## src/rtl/fetch_unit_pkg.sv

```systemverilog
// Shared constants and types for the fetch stage: instruction field positions,
// PC arithmetic constants and the queue entry layout.
package fetch_unit_pkg;

  localparam int COND_MSB  = 31;
  localparam int COND_LSB  = 28;
  localparam int OP_MSB    = 27;
  localparam int OP_LSB    = 26;
  localparam int FUNCT_MSB = 25;
  localparam int FUNCT_LSB = 20;
  localparam int RD_MSB    = 15;
  localparam int RD_LSB    = 12;

  localparam logic [31:0] WORD_BYTES  = 32'd4;
  localparam logic [31:0] PC_READ_OFS = 32'd8;

  typedef struct packed {
    logic [31:0] pc;
    logic [31:0] instr;
  } qentry_t;

  function automatic logic [31:0] align_word(input logic [31:0] a);
    return {a[31:2], 2'b00};
  endfunction

endpackage

```

## src/rtl/fetch_unit_inst_queue.sv

```systemverilog
// In-order instruction queue of {pc, instr}; the head is read combinationally.
// The owner guarantees no push when full and no pop when empty.
module inst_queue
  import fetch_unit_pkg::*;
#(
  parameter  int DEPTH = 2,
  localparam int PW    = (DEPTH > 1) ? $clog2(DEPTH) : 1,
  localparam int CW    = $clog2(DEPTH + 1)
) (
  input  logic          clk,
  input  logic          rst_n,
  input  logic          i_push,
  input  logic          i_pop,
  input  logic          i_flush,
  input  qentry_t       i_data,
  output qentry_t       o_head,
  output logic [CW-1:0] o_count,
  output logic          o_empty,
  output logic          o_full
);

  qentry_t       r_mem [DEPTH];
  logic [PW-1:0] r_wr_ptr;
  logic [PW-1:0] r_rd_ptr;
  logic [CW-1:0] r_count;

  function automatic logic [PW-1:0] next_ptr(input logic [PW-1:0] p);
    return (p == PW'(DEPTH - 1)) ? '0 : p + PW'(1);
  endfunction

  // Storage, pointers and occupancy; flush only rewinds the bookkeeping.
  always_ff @(posedge clk or negedge rst_n) begin
    if (!rst_n) begin
      for (int i = 0; i < DEPTH; i++) r_mem[i] <= '0;
      r_wr_ptr <= '0;
      r_rd_ptr <= '0;
      r_count  <= '0;
    end else if (i_flush) begin
      r_wr_ptr <= '0;
      r_rd_ptr <= '0;
      r_count  <= '0;
    end else begin
      if (i_push) begin
        r_mem[r_wr_ptr] <= i_data;
        r_wr_ptr        <= next_ptr(r_wr_ptr);
      end
      if (i_pop) r_rd_ptr <= next_ptr(r_rd_ptr);
      r_count <= r_count + CW'(i_push) - CW'(i_pop);
    end
  end

  assign o_head  = r_mem[r_rd_ptr];
  assign o_count = r_count;
  assign o_empty = (r_count == '0);
  assign o_full  = (r_count == CW'(DEPTH));

endmodule

```

## src/rtl/fetch_unit.sv

```systemverilog
// Instruction fetch stage: owns the fetch PC, runs a single-outstanding imem
// handshake, queues returned words and presents the pre-split head to control.
module fetch_unit
  import fetch_unit_pkg::*;
#(
  parameter logic [31:0] RESET_PC = 32'h0000_0000,
  parameter int          QDEPTH   = 2
) (
  input  logic        clk,
  input  logic        rst_n,
  output logic        imem_req,
  output logic [31:0] imem_addr,
  input  logic        imem_ack,
  input  logic [31:0] imem_rdata,
  input  logic        pc_src,
  input  logic [31:0] pc_target,
  input  logic        stall,
  output logic        instr_valid,
  output logic [31:0] instr,
  output logic [31:0] instr_pc,
  output logic [31:0] pc_plus8,
  output logic [1:0]  op,
  output logic [3:0]  cond,
  output logic [5:0]  funct,
  output logic [3:0]  rd
);

  localparam int CW = $clog2(QDEPTH + 1);

  logic [31:0]   r_fpc;
  logic [31:0]   r_addr;
  logic          r_req;
  logic          r_drop;

  logic          w_ack;
  logic          w_push;
  logic          w_pop;
  logic          w_issue;
  logic          w_out_next;
  logic          w_drop_next;
  logic [31:0]   w_fpc_next;
  logic [CW-1:0] w_count;
  logic [CW-1:0] w_count_next;
  logic          w_empty;
  logic          w_full;
  logic          w_valid;
  qentry_t       w_head;
  qentry_t       w_push_data;

  assign w_valid     = !w_empty;
  assign w_push_data = '{pc: r_fpc, instr: imem_rdata};

  // Next-state for the handshake; a redirect overrides push, pop and stall.
  always_comb begin
    w_ack        = r_req & imem_ack;
    w_push       = !pc_src & w_ack & !r_drop;
    w_pop        = !pc_src & w_valid & !stall;
    w_out_next   = r_req & !imem_ack;
    w_count_next = '0;
    w_fpc_next   = r_fpc;
    w_drop_next  = r_drop;
    if (pc_src) begin
      w_count_next = '0;
      w_fpc_next   = align_word(pc_target);
    end else begin
      w_count_next = w_count + CW'(w_push) - CW'(w_pop);
      w_fpc_next   = w_push ? (r_fpc + WORD_BYTES) : r_fpc;
    end
    // A pending response cannot be cancelled, so it is marked for discard instead.
    if (w_ack) begin
      w_drop_next = 1'b0;
    end else if (pc_src && r_req) begin
      w_drop_next = 1'b1;
    end else begin
      w_drop_next = r_drop;
    end
    w_issue = !w_out_next && (w_count_next < CW'(QDEPTH));
  end

  // Fetch PC, request and drop registers.
  always_ff @(posedge clk or negedge rst_n) begin
    if (!rst_n) begin
      r_fpc  <= RESET_PC;
      r_addr <= RESET_PC;
      r_req  <= 1'b0;
      r_drop <= 1'b0;
    end else begin
      r_fpc  <= w_fpc_next;
      r_req  <= w_out_next | w_issue;
      r_drop <= w_drop_next;
      if (w_issue) r_addr <= w_fpc_next;
      else         r_addr <= r_addr;
    end
  end

  inst_queue #(.DEPTH(QDEPTH)) u_queue (
    .clk     (clk),
    .rst_n   (rst_n),
    .i_push  (w_push),
    .i_pop   (w_pop),
    .i_flush (pc_src),
    .i_data  (w_push_data),
    .o_head  (w_head),
    .o_count (w_count),
    .o_empty (w_empty),
    .o_full  (w_full)
  );

  assign imem_req    = r_req;
  assign imem_addr   = r_addr;
  assign instr_valid = w_valid;
  assign instr       = w_valid ? w_head.instr : 32'd0;
  assign instr_pc    = w_valid ? w_head.pc : 32'd0;
  assign pc_plus8    = w_valid ? (w_head.pc + PC_READ_OFS) : 32'd0;
  assign cond        = instr[COND_MSB:COND_LSB];
  assign op          = instr[OP_MSB:OP_LSB];
  assign funct       = instr[FUNCT_MSB:FUNCT_LSB];
  assign rd          = instr[RD_MSB:RD_LSB];

endmodule

```

## config.mk

```make
export PLATFORM = sky130hd
export DESIGN_NAME = fetch_unit
export DESIGN_NICKNAME = d
export VERILOG_FILES = /design/src/rtl/fetch_unit_pkg.sv /design/src/rtl/fetch_unit_inst_queue.sv /design/src/rtl/fetch_unit.sv
export SDC_FILE = /design/constraint.sdc
export NUM_CORES = 1
export LEC_CHECK = 0
export ABC_CLOCK_PERIOD_IN_PS = 5200
export BUFFER_PORTS_ARGS = -buffer_cell sky130_fd_sc_hd__buf_2
export CORE_MARGIN = 3
export CORE_UTILIZATION = 35
export DETAILED_ROUTE_END_ITERATION = 10
export HOLD_SLACK_MARGIN = 0.12
export PLACE_DENSITY = 0.66
export SLEW_MARGIN = 5
export SYNTH_ARGS = -nofsm -noshare
export SYNTH_HDL_FRONTEND = slang
export SYNTH_SLANG_ARGS = --single-unit
```

## constraint.sdc

```tcl
create_clock -name clk -period 5.2 [get_ports clk]
set_input_delay 1.3 -clock clk [delete_from_list [all_inputs] [get_ports clk]]
set_output_delay 1.3 -clock clk [all_outputs]
set_load 0.1 [all_outputs]
```

# Word-level counts from Yosys, hierarchy flattened
# Index checks and enable logic that the tools add are counted.
# op_classes
addsub	6
magnitude_cmp	4
muxes	20
bitwise	10
n_reduce_logical	14
# op_table
op	n
$mux 64	4
$mux 32	5
$bwmux 128	1
$demux 64 s1	1
$add 32x3->32 const B	1
$add 32x4->32 const B	1
$mux 1	8
$and 1x1->1	6
$logic_not 1->1	6
$reduce_bool 2->1	3
$ge 2x2->1 const B	2
$not 1->2	2
$logic_and 1x1->1	3
$add 1x1->1 const B	2
$add 2x1->2	1
$logic_not 2->1	1
$lt 2x1->1 const B	1
$lt 2x2->1 const B	1
$mux 2	1
$reduce_and 2->1	1
$sub 2x1->2	1
$not 1->1	1
$or 1x1->1	1
# totals
reg_bits	198
output_inout_bits	146
elab_cells	65

# Longest topological paths before layout
# Gate-level depths: netlist of the first run.
# depth
ltp_word	9
mapped_depth	12
depth_no_buf	9

# Cells and area by module
# A second synthesis of the first run with hierarchy kept.
# hier_totals
hier_cells	916
hier_area_um2	10735.3
# modules_own_cells
module	n_inst	cells_per_inst	area_each_um2	seq_area_each_um2
inst_queue	1	360	6058.3	3303.2
fetch_unit	1	556	4677.0	1651.6

# Worst setup path after synthesis of the first run
# Ideal clock, no wire load.
# synth_path
path_type	register -> output
start	register u_queue.r_rd_ptr
end	output pc_plus8[7]
arrival_ps	4436
t_required_ps	3900
path_slack_ps	-536
path_stages_with_launch	12
n_path_buf	5
path_cell_list	dfrtp_1 buf_6 buf_2 buf_2 buf_2 mux2_2 ha_1 and2_1 clkbuf_1 nand2_1 xor2_1 a211oi_1
# synth_between
elab_chain_cells	6
# synth_lines
item	line	source
start, declared	fetch_unit_inst_queue.sv:24	logic [PW-1:0] r_rd_ptr;
start signal, assigned	fetch_unit_inst_queue.sv:47	if (i_pop) r_rd_ptr <= next_ptr(r_rd_ptr);
$not 1->2 (not written as such)	fetch_unit_inst_queue.sv:52	assign o_head = r_mem[r_rd_ptr];
$mux 64 (not written as such) (3 in a row)	fetch_unit_inst_queue.sv:52	
$add 32x4->32	fetch_unit.sv:114	assign pc_plus8 = w_valid ? (w_head.pc + PC_READ_OFS) : 32'd0;
$mux 32	fetch_unit.sv:114	
end, declared	fetch_unit.sv:21	output logic [31:0] pc_plus8,
# No other way between the ends. The select of a mux whose other input is x is not followed.

# Final worst setup path of the first run
# layout_path
start	register u_queue.r_rd_ptr
end	output pc_plus8[29]
# The elaborated chain is that of the path after synthesis.

==> flow_summary_export.csv, run 1 <==
group,metric,value,unit
routing,antenna_left,0,
sta,slew_headroom,34.1,%
clock_network,cts_resized,0,
final_layout,diodes,0,
die,die-area,30800,um2
clock_network,ctsHoldBuffers,0,
final_layout,seq_area,4960,um2
min_path,min_path_type,"flop to flop",
routing,vias_per_cell,5.10,
worst_setup_path,path_max_fanout,26,
sta,worstMarginPinSlew,0.988,ns
place,dp_cells,1444,
synthesis,yosysMostFrequentCell,"dfrtp_1",
power,powerDensity,695,nW/um2
grt,grt_pass1_vias,7400,
die,io_pins,215,
worst_setup_path,worstPathCellList,"mux2_2 -> ha_1 -> and2_1 -> nand3_2 -> a2111oi_2 -> mux2_2 -> buf_2",
place,port_buffers,212,
synthesis,yosysTopAreaCellShare,49.3,%
synthesis,synth_seq_cells,198,
final_layout,nets,1158,
final_layout,nFillCells,2698,
clock_network,cts_root_buf,"clkbuf_16",
place,hpwl,18500,um
die,fp-row-count,61,
final_layout,drive_gt1_share,37.2,%
routing,wirelength,26000,um
synthesis,synth_area_leaders,"dfrtp_1 49%, mux2_2 13%, mux2i_1 6.1%",
synthesis,netlist_instances,912,
routing,drt_iter0_drc,330,
routing,wl_per_cell,17.6,um
final_layout,final_cells,1477,
grt,grt_pass1_wl,40200,um
synthesis,synth-edff-count,0,
synthesis,synthesis.nets,984,
clock_network,numCtsBuffers,17,
routing,dr_wl_met3,1750,um
clock_network,worstSkewPairLatency,0.43,ns
synthesis,synth_ff_type,"dfrtp_1",
worst_setup_path,crit_type,"flop to primary output",
grt,grt_use_total,16.5,%
sta,grt_setup_unrepaired,"no",
routing,wl_met2,12400,um
die,die_w,175,um
synthesis,yosysUniqueCellTypes,55,
run,drv_cap,0,
worst_setup_path,slowest_delay,0.64,ns
clock_network,cts_sinks,198,
die,start_util,35.9,%
outcome,status,"completed",
synthesis,async_flop_share,100,%
worst_setup_path,start_kind,"flop",
synthesis,syn_area_per_cell,11.0,um2
synthesis,ys_top_cells_by_count,"198 x dfrtp_1, 119 x mux2_2, 118 x nor2_1",
clock_network,clk_pin_slew,0.07,ns
worst_setup_path,cp_top_family,"simple AND/OR/NAND/NOR gates",
routing,vias,7540,
sta,final_max_slew_viol_count,0,
place,gp_congestion,0.774,
worst_setup_path,cp-end-kind,"primary output",
sta,fmax,0.214,GHz
clock_network,cts-htree-levels,4,
sta,finalSetupViolations,0,
final_layout,multi_input_area,4750,um2
routing,dr.pass1.iters,4,
grt,grt_overflow,0,
routing,top_layer,"met5",
worst_setup_path,critPathBufInv,1,
die,die_y,175,um
worst_setup_path,cp_common_cell,"mux2_2",
clock_network,cts_buffer_depth,2,
die,core_area,28000,um2
routing,wl_met1,11400,um
synthesis,yosysWarnings,0,
place,placed_area,11500,um2
worst_setup_path,crit_slowest_cell,"dfrtp_4",
clock_network,cts_tree,"built",
final_layout,stdcell_area,12100,um2
clock_network,postCtsSetupBuffers,0,
routing,drc_errors,0,
worst_setup_path,worstPathRequired,3.90,ns
worst_setup_path,worstPathArrival,3.37,ns
grt,grt_start_max_net_pins,116,
final_layout,area_growth,20.3,%
sta,final-hold-violation-count,0,
sta,fin_crit,4.67,ns
synthesis,yosys.area.top_type,"dfrtp_1",
synthesis,seq_area_frac_synth,49.3,%
sta,clock_skew,0.0181,ns
power,ir_worst_vdd,0.384,mV
power,p_leak,5.33,nW
synthesis,synthesis.area,10000,um2
grt,antenna_found_initial,7,
sta,fin_crit_sh,89.9,%
cells in the final DEF (no fill, tap or decap), types with 8 or more instances in the layout:
cell,instances
a21oi_1,21
nand2_1,44
and3_1,8
nor2_1,116
and2_1,15
mux2_1,25
mux2i_1,61
o21ai_0,8
nor3_1,16
nand3_1,22
buf_4,16
o31ai_1,23
nand3b_1,11
nor4_1,9
o31a_1,8
dfrtp_1,197
mux2_2,119
xnor2_1,20
buf_2,209
nand4_1,19
clkbuf_16,17
path summary, 6_finish.rpt:
kind / startpoint / to / slack, ns / cells after the start
setup / recovery: u_queue.r_rd_ptr / pc_plus8[29] / 0.53 / 7
max in group asynchronous: rst_n / u_queue.r_mem[72] / 3.15 / 2
min in group asynchronous: rst_n / u_queue.r_mem[69] / 0.99 / 1
setup reg to reg: imem_req / imem_addr[7] / 2.30 / 9
hold / removal: imem_addr[29] / imem_addr[29] / 0.48 / 2
hold reg to reg: imem_addr[29] / imem_addr[29] / 0.48 / 2
cell families after synthesis:
logic type | count (synthesis) | synth area share, %
AOI/OAI and AO/OA | 103 | 7.13
xor gates and xnor gates | 27 | 2.35
adders and majority gates | 3 | 0.374
buffers and inverters | 83 | 4.11
DFF | 198 | 49.3
muxes | 205 | 22.2
and+or+nand+nor | 293 | 14.5
worst min-delay path: stages, from the launching register on:
cell	delay [ns]
dfrtp_1	0.34
nand2_1	0.05
o31ai_1	0.05
layout make-up:
type / count / area share, %
clock inverter: 14 / 1.37
timing repair buffer: 230 / 10.4
clock buffer: 18 / 3.64
tap: 378 / 3.92
sequential: 198 / 41.1
multi-input combinational: 631 / 39.3
inverter: 8 / 0.249
state kept, by name (all words and copies together) (netlist names):
| signal | flops |
|---|---|
| u_queue.r_rd_ptr | 1 |
| imem_addr | 32 |
| r_drop | 1 |
| u_queue.r_wr_ptr | 1 |
| imem_req | 1 |
| r_fpc | 32 |
| u_queue.o_count | 2 |
| u_queue.r_mem | 128 |
power breakdown:
group / internal [mW] / switching [mW]
clock network: 0.735 / 0.606
registers: 2.09 / 0.383
logic: 1.03 / 3.55
per-layer routing:
layer  GRT usage, %  up-vias
li1               -     3594
met1           21.7     3754
met2           27.2      151
met3           4.76       27
met4           3.69       14
met5              0        -
through the flow:
stage / setup slack [ns] / hold slack (ns) / total power, mW / utilization (%) / setup TNS, ns
after floorplan: -0.100 / 0.450 / 6.33 / - / -0.201
after global placement: 0.751 / 0.457 / 7.02 / 40.9 / 0
after detailed placement: 0.718 / 0.465 / 7.10 / 40.9 / 0
after CTS: 0.251 / 0.482 / 8.46 / 43.0 / 0
after global routing: 0.284 / 0.504 / 8.79 / 43.1 / 0
final: 0.527 / 0.476 / 8.39 / 43.1 / 0
(Power assumes the default switching activity.)
==> run 2: changes to the inputs <==
- SYNTH_HIERARCHICAL: default -> 1
==> flow_summary_export.csv, run 2 <==
group,metric,value,unit
routing,drc_errors,0,
power,ir_worst_vdd,0.283,mV
clock_network,clk_pin_slew,0.08,ns
worst_setup_path,reg2regPathDepth,8,
synthesis,synthesis.nets,989,
final_layout,nets,1160,
die,core_area,30000,um2
routing,vias,7507,
sta,clock_skew,0.0128,ns
die,die-area,32800,um2
final_layout,fin_util,41.5,%
worst_setup_path,r2r-end,"imem_addr[19]",
synthesis,synthesis.area,10700,um2
grt,grt_pass1_wl,42300,um
routing,vias_per_cell,5.04,
die,fp-row-count,63,
sta,final_max_slew_viol_count,0,
final_layout,diodes,0,
place,hpwl,18700,um
sta,final-hold-violation-count,0,
worst_setup_path,r2r_slack,2.42,ns
final_layout,top_register,"u_queue/r_mem",
routing,wl_met2,11700,um
routing,dr.pass1.iters,6,
final_layout,largest_reg_flops,128,
run,drv_cap,0,
synthesis,netlist_instances,915,
grt,grt_overflow,0,
final_layout,layout_commonest_cell,"buf_2",
synthesis,yosysWarnings,6,
clock_network,postCtsSetupBuffers,0,
clock_network,cts_tree,"built",
clock_network,cts-htree-levels,4,
routing,antenna_left,0,
worst_setup_path,slowest_delay,0.61,ns
sta,slew_headroom,32.3,%
routing,drt_iter0_drc,465,
power,powerDensity,558,nW/um2
outcome,status,"completed",
worst_setup_path,cp-end-kind,"primary output",
final_layout,area_growth,16.0,%
final_layout,final_cell_mix,"211 x buf_2, 197 x dfrtp_1, 143 x mux2_2",
clock_network,ctsHoldBuffers,0,
sta,finalSetupViolations,0,
min_path,min_path_type,"flop to flop",
die,die_y,181,um
die,io_pins,215,
sta,grt_setup_unrepaired,"no",
place,port_buffers,212,
synthesis,syn_area_per_cell,11.7,um2
sta,worstMarginPinSlew,1.02,ns
final_layout,drive_gt1_share,43.4,%
worst_setup_path,start_kind,"flop",
grt,antenna_found_initial,1,
die,start_util,35.8,%
clock_network,cts_resized,0,
routing,top_layer,"met5",
worst_setup_path,crit_end,"pc_plus8[31]",
routing,wirelength,26700,um
sta,fmax,0.207,GHz
worst_setup_path,crit_path_start,"u_queue/r_rd_ptr",
clock_network,cts_sinks,198,
sta,setup_tns,0,ns
clock_network,worstSkewPairLatency,0.44,ns
sta,fin_crit,4.84,ns
grt,grt_start_max_net_pins,124,
die,die_w,181,um
power,p_leak,5.84,nW
clock_network,numCtsBuffers,17,
grt,grt_use_total,16.1,%
worst_setup_path,r2r-start,"u_queue/o_count[1]",
clock_network,cts_root_buf,"clkbuf_16",
worst_setup_path,crit_type,"flop to primary output",
routing,wl_per_cell,17.9,um
routing,wl_met1,13300,um
place,gp_congestion,0.788,
grt,grt_pass1_vias,7396,
worst_setup_path,worstPathCellList,"buf_4 -> mux2_2 -> and4_1 -> nand4_1 -> nor4_1 -> xnor2_1 -> nor2_1 -> buf_2",
worst_setup_path,worstPathArrival,3.54,ns
worst_setup_path,worstPathRequired,3.90,ns
worst_setup_path,path_max_fanout,25,
routing,dr_wl_met3,1360,um
worst_setup_path,crit_slowest_cell,"dfrtp_2",
sta,fin_crit_sh,93.1,%
sta,holdWs,0.484,ns
clock_network,cts_buffer_depth,2,
-- run 2: area by class of cell --
cell class              count  area [um2]
well taps                 390         488
clock inverters            14         118
fillers                  2948       17500
clock buffers              18         439
repair buffers            221        1160
multi-input cells         632        5220
flip-flops and latches    198        4960
inverters                  16        60.1
-- run 2: per-layer routing --
metal,vias to the layer above,track usage (%)
met5,-,0
met3,26,3.54
met4,2,3.53
met1,3687,23.9
met2,254,23.9
li1,3538,-
-- run 2: critical path, delay by kind of cell (launching register included) --
family,cells,cell delay [ns]
flops,1,0.61
simple gates,4,1.23
buf+inv,2,0.86
mux,1,0.29
xor+xnor,1,0.10
-- run 2: worst min path at each step --
stage                  startpoint                  to  slack, ns  depth (start not counted)
2_1_floorplan  u_queue/r_mem[100]  u_queue/r_mem[100]       0.45                          1
4_1_cts             imem_addr[13]       imem_addr[13]       0.49                          2
3_5_place_dp         imem_addr[3]        imem_addr[3]       0.46                          2
3_3_place_gp         imem_addr[4]        imem_addr[4]       0.46                          2
5_1_grt         u_queue/r_mem[93]   u_queue/r_mem[93]       0.52                          1
6_report             imem_addr[3]        imem_addr[3]       0.48                          2
-- run 2: metrics by stage --
step	cells	worst slack [ns]	power [mW]	area [um2]
after detailed placement	1457	0.779	5.71	11900
after CTS	1489	0.280	7.01	12400
after global placement	1457	0.782	5.67	11900
final	1489	0.359	6.94	12400
after global routing	1489	0.0995	7.28	12400
after floorplan	915	0.434	5.15	10700
-- run 2: power breakdown --
part           total, mW  internal [mW]  switching, mW
clock network       1.27          0.639          0.630
logic               3.46          0.914           2.54
registers           2.21           1.95          0.265
==> run 3: changes to the inputs <==
- CORE_UTILIZATION: 35 -> 30
- GPL_TIMING_DRIVEN: default -> 0
- PLACE_DENSITY: 0.66 -> 0.6
==> flow_summary_export.csv, run 3 (synthesized netlist as in run 2, its figures left out) <==
group,metric,value,unit
power,powerDensity,544,nW/um2
clock_network,cts_sinks,198,
grt,grt_overflow,0,
sta,holdWs,0.485,ns
routing,drt_iter0_drc,405,
power,design_power_total,7.03,mW
sta,fin_crit,4.93,ns
grt,grt_pass1_wl,48300,um
power,p_sw,3.51,mW
run,drv_cap,0,
place,port_buffers,212,
worst_setup_path,worstPathRequired,3.90,ns
power,p_leak,6.10,nW
worst_setup_path,cp_top_family,"buffers and inverters",
worst_setup_path,crit_slowest_cell,"buf_2",
worst_setup_path,path_max_fanout,10,
sta,finalSetupViolations,0,
worst_setup_path,cp_common_cell,"buf_2",
sta,grt_setup_unrepaired,"no",
worst_setup_path,slowest_delay,0.46,ns
power,power_frac_seq,31.3,%
clock_network,postCtsSetupBuffers,0,
die,die_w,195,um
clock_network,cts_root_buf,"clkbuf_16",
grt,antenna_found_initial,0,
final_layout,fin_util,37.1,%
sta,clock_skew,0.0164,ns
power,p_int,3.52,mW
worst_setup_path,worstPathArrival,3.63,ns
sta,fin_ws,0.266,ns
worst_setup_path,worstPathCellList,"buf_2 -> buf_2 -> mux2_2 -> nand4_1 -> or3_1 -> clkbuf_1 -> or3_1 -> a21oi_1 -> buf_2",
sta,final-hold-violation-count,0,
routing,antenna_left,0,
grt,grt_use_total,16.4,%
sta,slew_headroom,50.5,%
routing,wl_per_cell,19.5,um
worst_setup_path,crit_type,"flop to primary output",
min_path,min_path_type,"flop to flop",
clock_network,worstSkewPairLatency,0.44,ns
clock_network,numCtsBuffers,17,
place,place_ws,-0.0487,ns
final_layout,largest_reg_flops,128,
sta,worstMarginPinSlew,0.742,ns
power,swShare,49.9,%
worst_setup_path,critPathBufInv,4,
clock_network,clk_pin_slew,0.07,ns
final_layout,multi_input_area,5210,um2
final_layout,nFillCells,3478,
routing,dr.pass1.iters,5,
worst_setup_path,start_kind,"flop",
routing,vias,7802,
final_layout,diodes,0,
sta,final_max_slew_viol_count,0,
final_layout,top_register,"u_queue/r_mem",
place,gp_congestion,0.839,
grt,grt_pass1_vias,7967,
die,io_pins,215,
final_layout,nets,1221,
final_layout,drive_gt1_share,44.3,%
die,core_area,34900,um2
routing,vias_per_cell,4.83,
clock_network,cts-htree-levels,4,
final_layout,seq_area,4950,um2
sta,fin_crit_sh,94.9,%
final_layout,layout_commonest_cell,"buf_2",
final_layout,area_growth,20.5,%
clock_network,cts_tree,"built",
outcome,status,"completed",
routing,wirelength,31500,um
sta,fmax,0.203,GHz
clock_network,cts_buffer_depth,2,
grt,grt_start_max_net_pins,106,
power,ir_worst_vdd,0.306,mV
die,fp-row-count,68,
die,start_util,30.8,%
worst_setup_path,cp-end-kind,"primary output",
die,die_y,195,um
routing,drc_errors,0,
final_layout,final_cell_mix,"225 x buf_2, 198 x dfrtp_1, 143 x mux2_2",
power,clkPwrFrac,17.7,%
place,hpwl,23600,um
power,comb_power_share,51.0,%
die,die-area,38100,um2
## run 3: cell count changes in the layout (fill, tap and decap cells not counted), sizes merged
cell | before | now
clkinvlp | 5 | 4
clkinv | 3 | 5
clkbuf | 19 | 38
inv | 22 | 20
buf | 220 | 262
## run 3: cell type report
type,count,area share (%)
tap,455,4.40
timing repair buffer,213,8.50
multi-input combinational,632,40.3
buffer,69,3.92
clock buffer,18,3.32
sequential,198,38.3
clock inverter,13,0.774
inverter,16,0.465
## run 3: through the flow
| stage | cells | cell area [um2] | TNS, ns |
|---|---|---|---|
| final | 1614 | 12900 | 0 |
| after global routing | 1614 | 12900 | 0 |
| after CTS | 1614 | 12900 | 0 |
| after detailed placement | 1583 | 12400 | -0.266 |
| after global placement | 1582 | 12400 | -123.21 |
| after floorplan | 915 | 10700 | 0 |
## run 3: what timing repair did
| item | 4_1_cts | 5_1_grt |
|---|---|---|
| endpoints found under the hold margin | 0 | 0 |
| resized for setup | 0 | 2 |
| hold buffers | 0 | 0 |
| endpoints found under the setup margin | 0 | 1 |
## run 3: worst paths after layout
kind,start,endpoint,slack [ns],cells past startpoint
min,u_queue/r_mem[103],u_queue/r_mem[103],0.48,1
max in group asynchronous,rst_n,r_fpc[8],3.29,2
max,u_queue/r_rd_ptr,pc_plus8[24],0.27,9
min in group asynchronous,rst_n,u_queue/r_mem[27],0.90,1
max reg2reg,u_queue/o_count[0],imem_addr[7],0.72,11
min reg2reg,u_queue/r_mem[103],u_queue/r_mem[103],0.48,1
## run 3: metal layers
metal	wire length [um]	track usage, %
met5	0	0
met2	14100	25.6
met1	15300	23.4
met3	1580	3.14
met4	434	4.04
## run 3: power by group through the flow
stage	clock network [mW]	logic, mW	registers, mW
floorplan	0	2.55	2.61
detailed placement	0	3.60	2.23
finish	1.24	3.59	2.20
global route	1.34	3.76	2.26
global placement	0	3.58	2.21
CTS	1.28	3.61	2.20
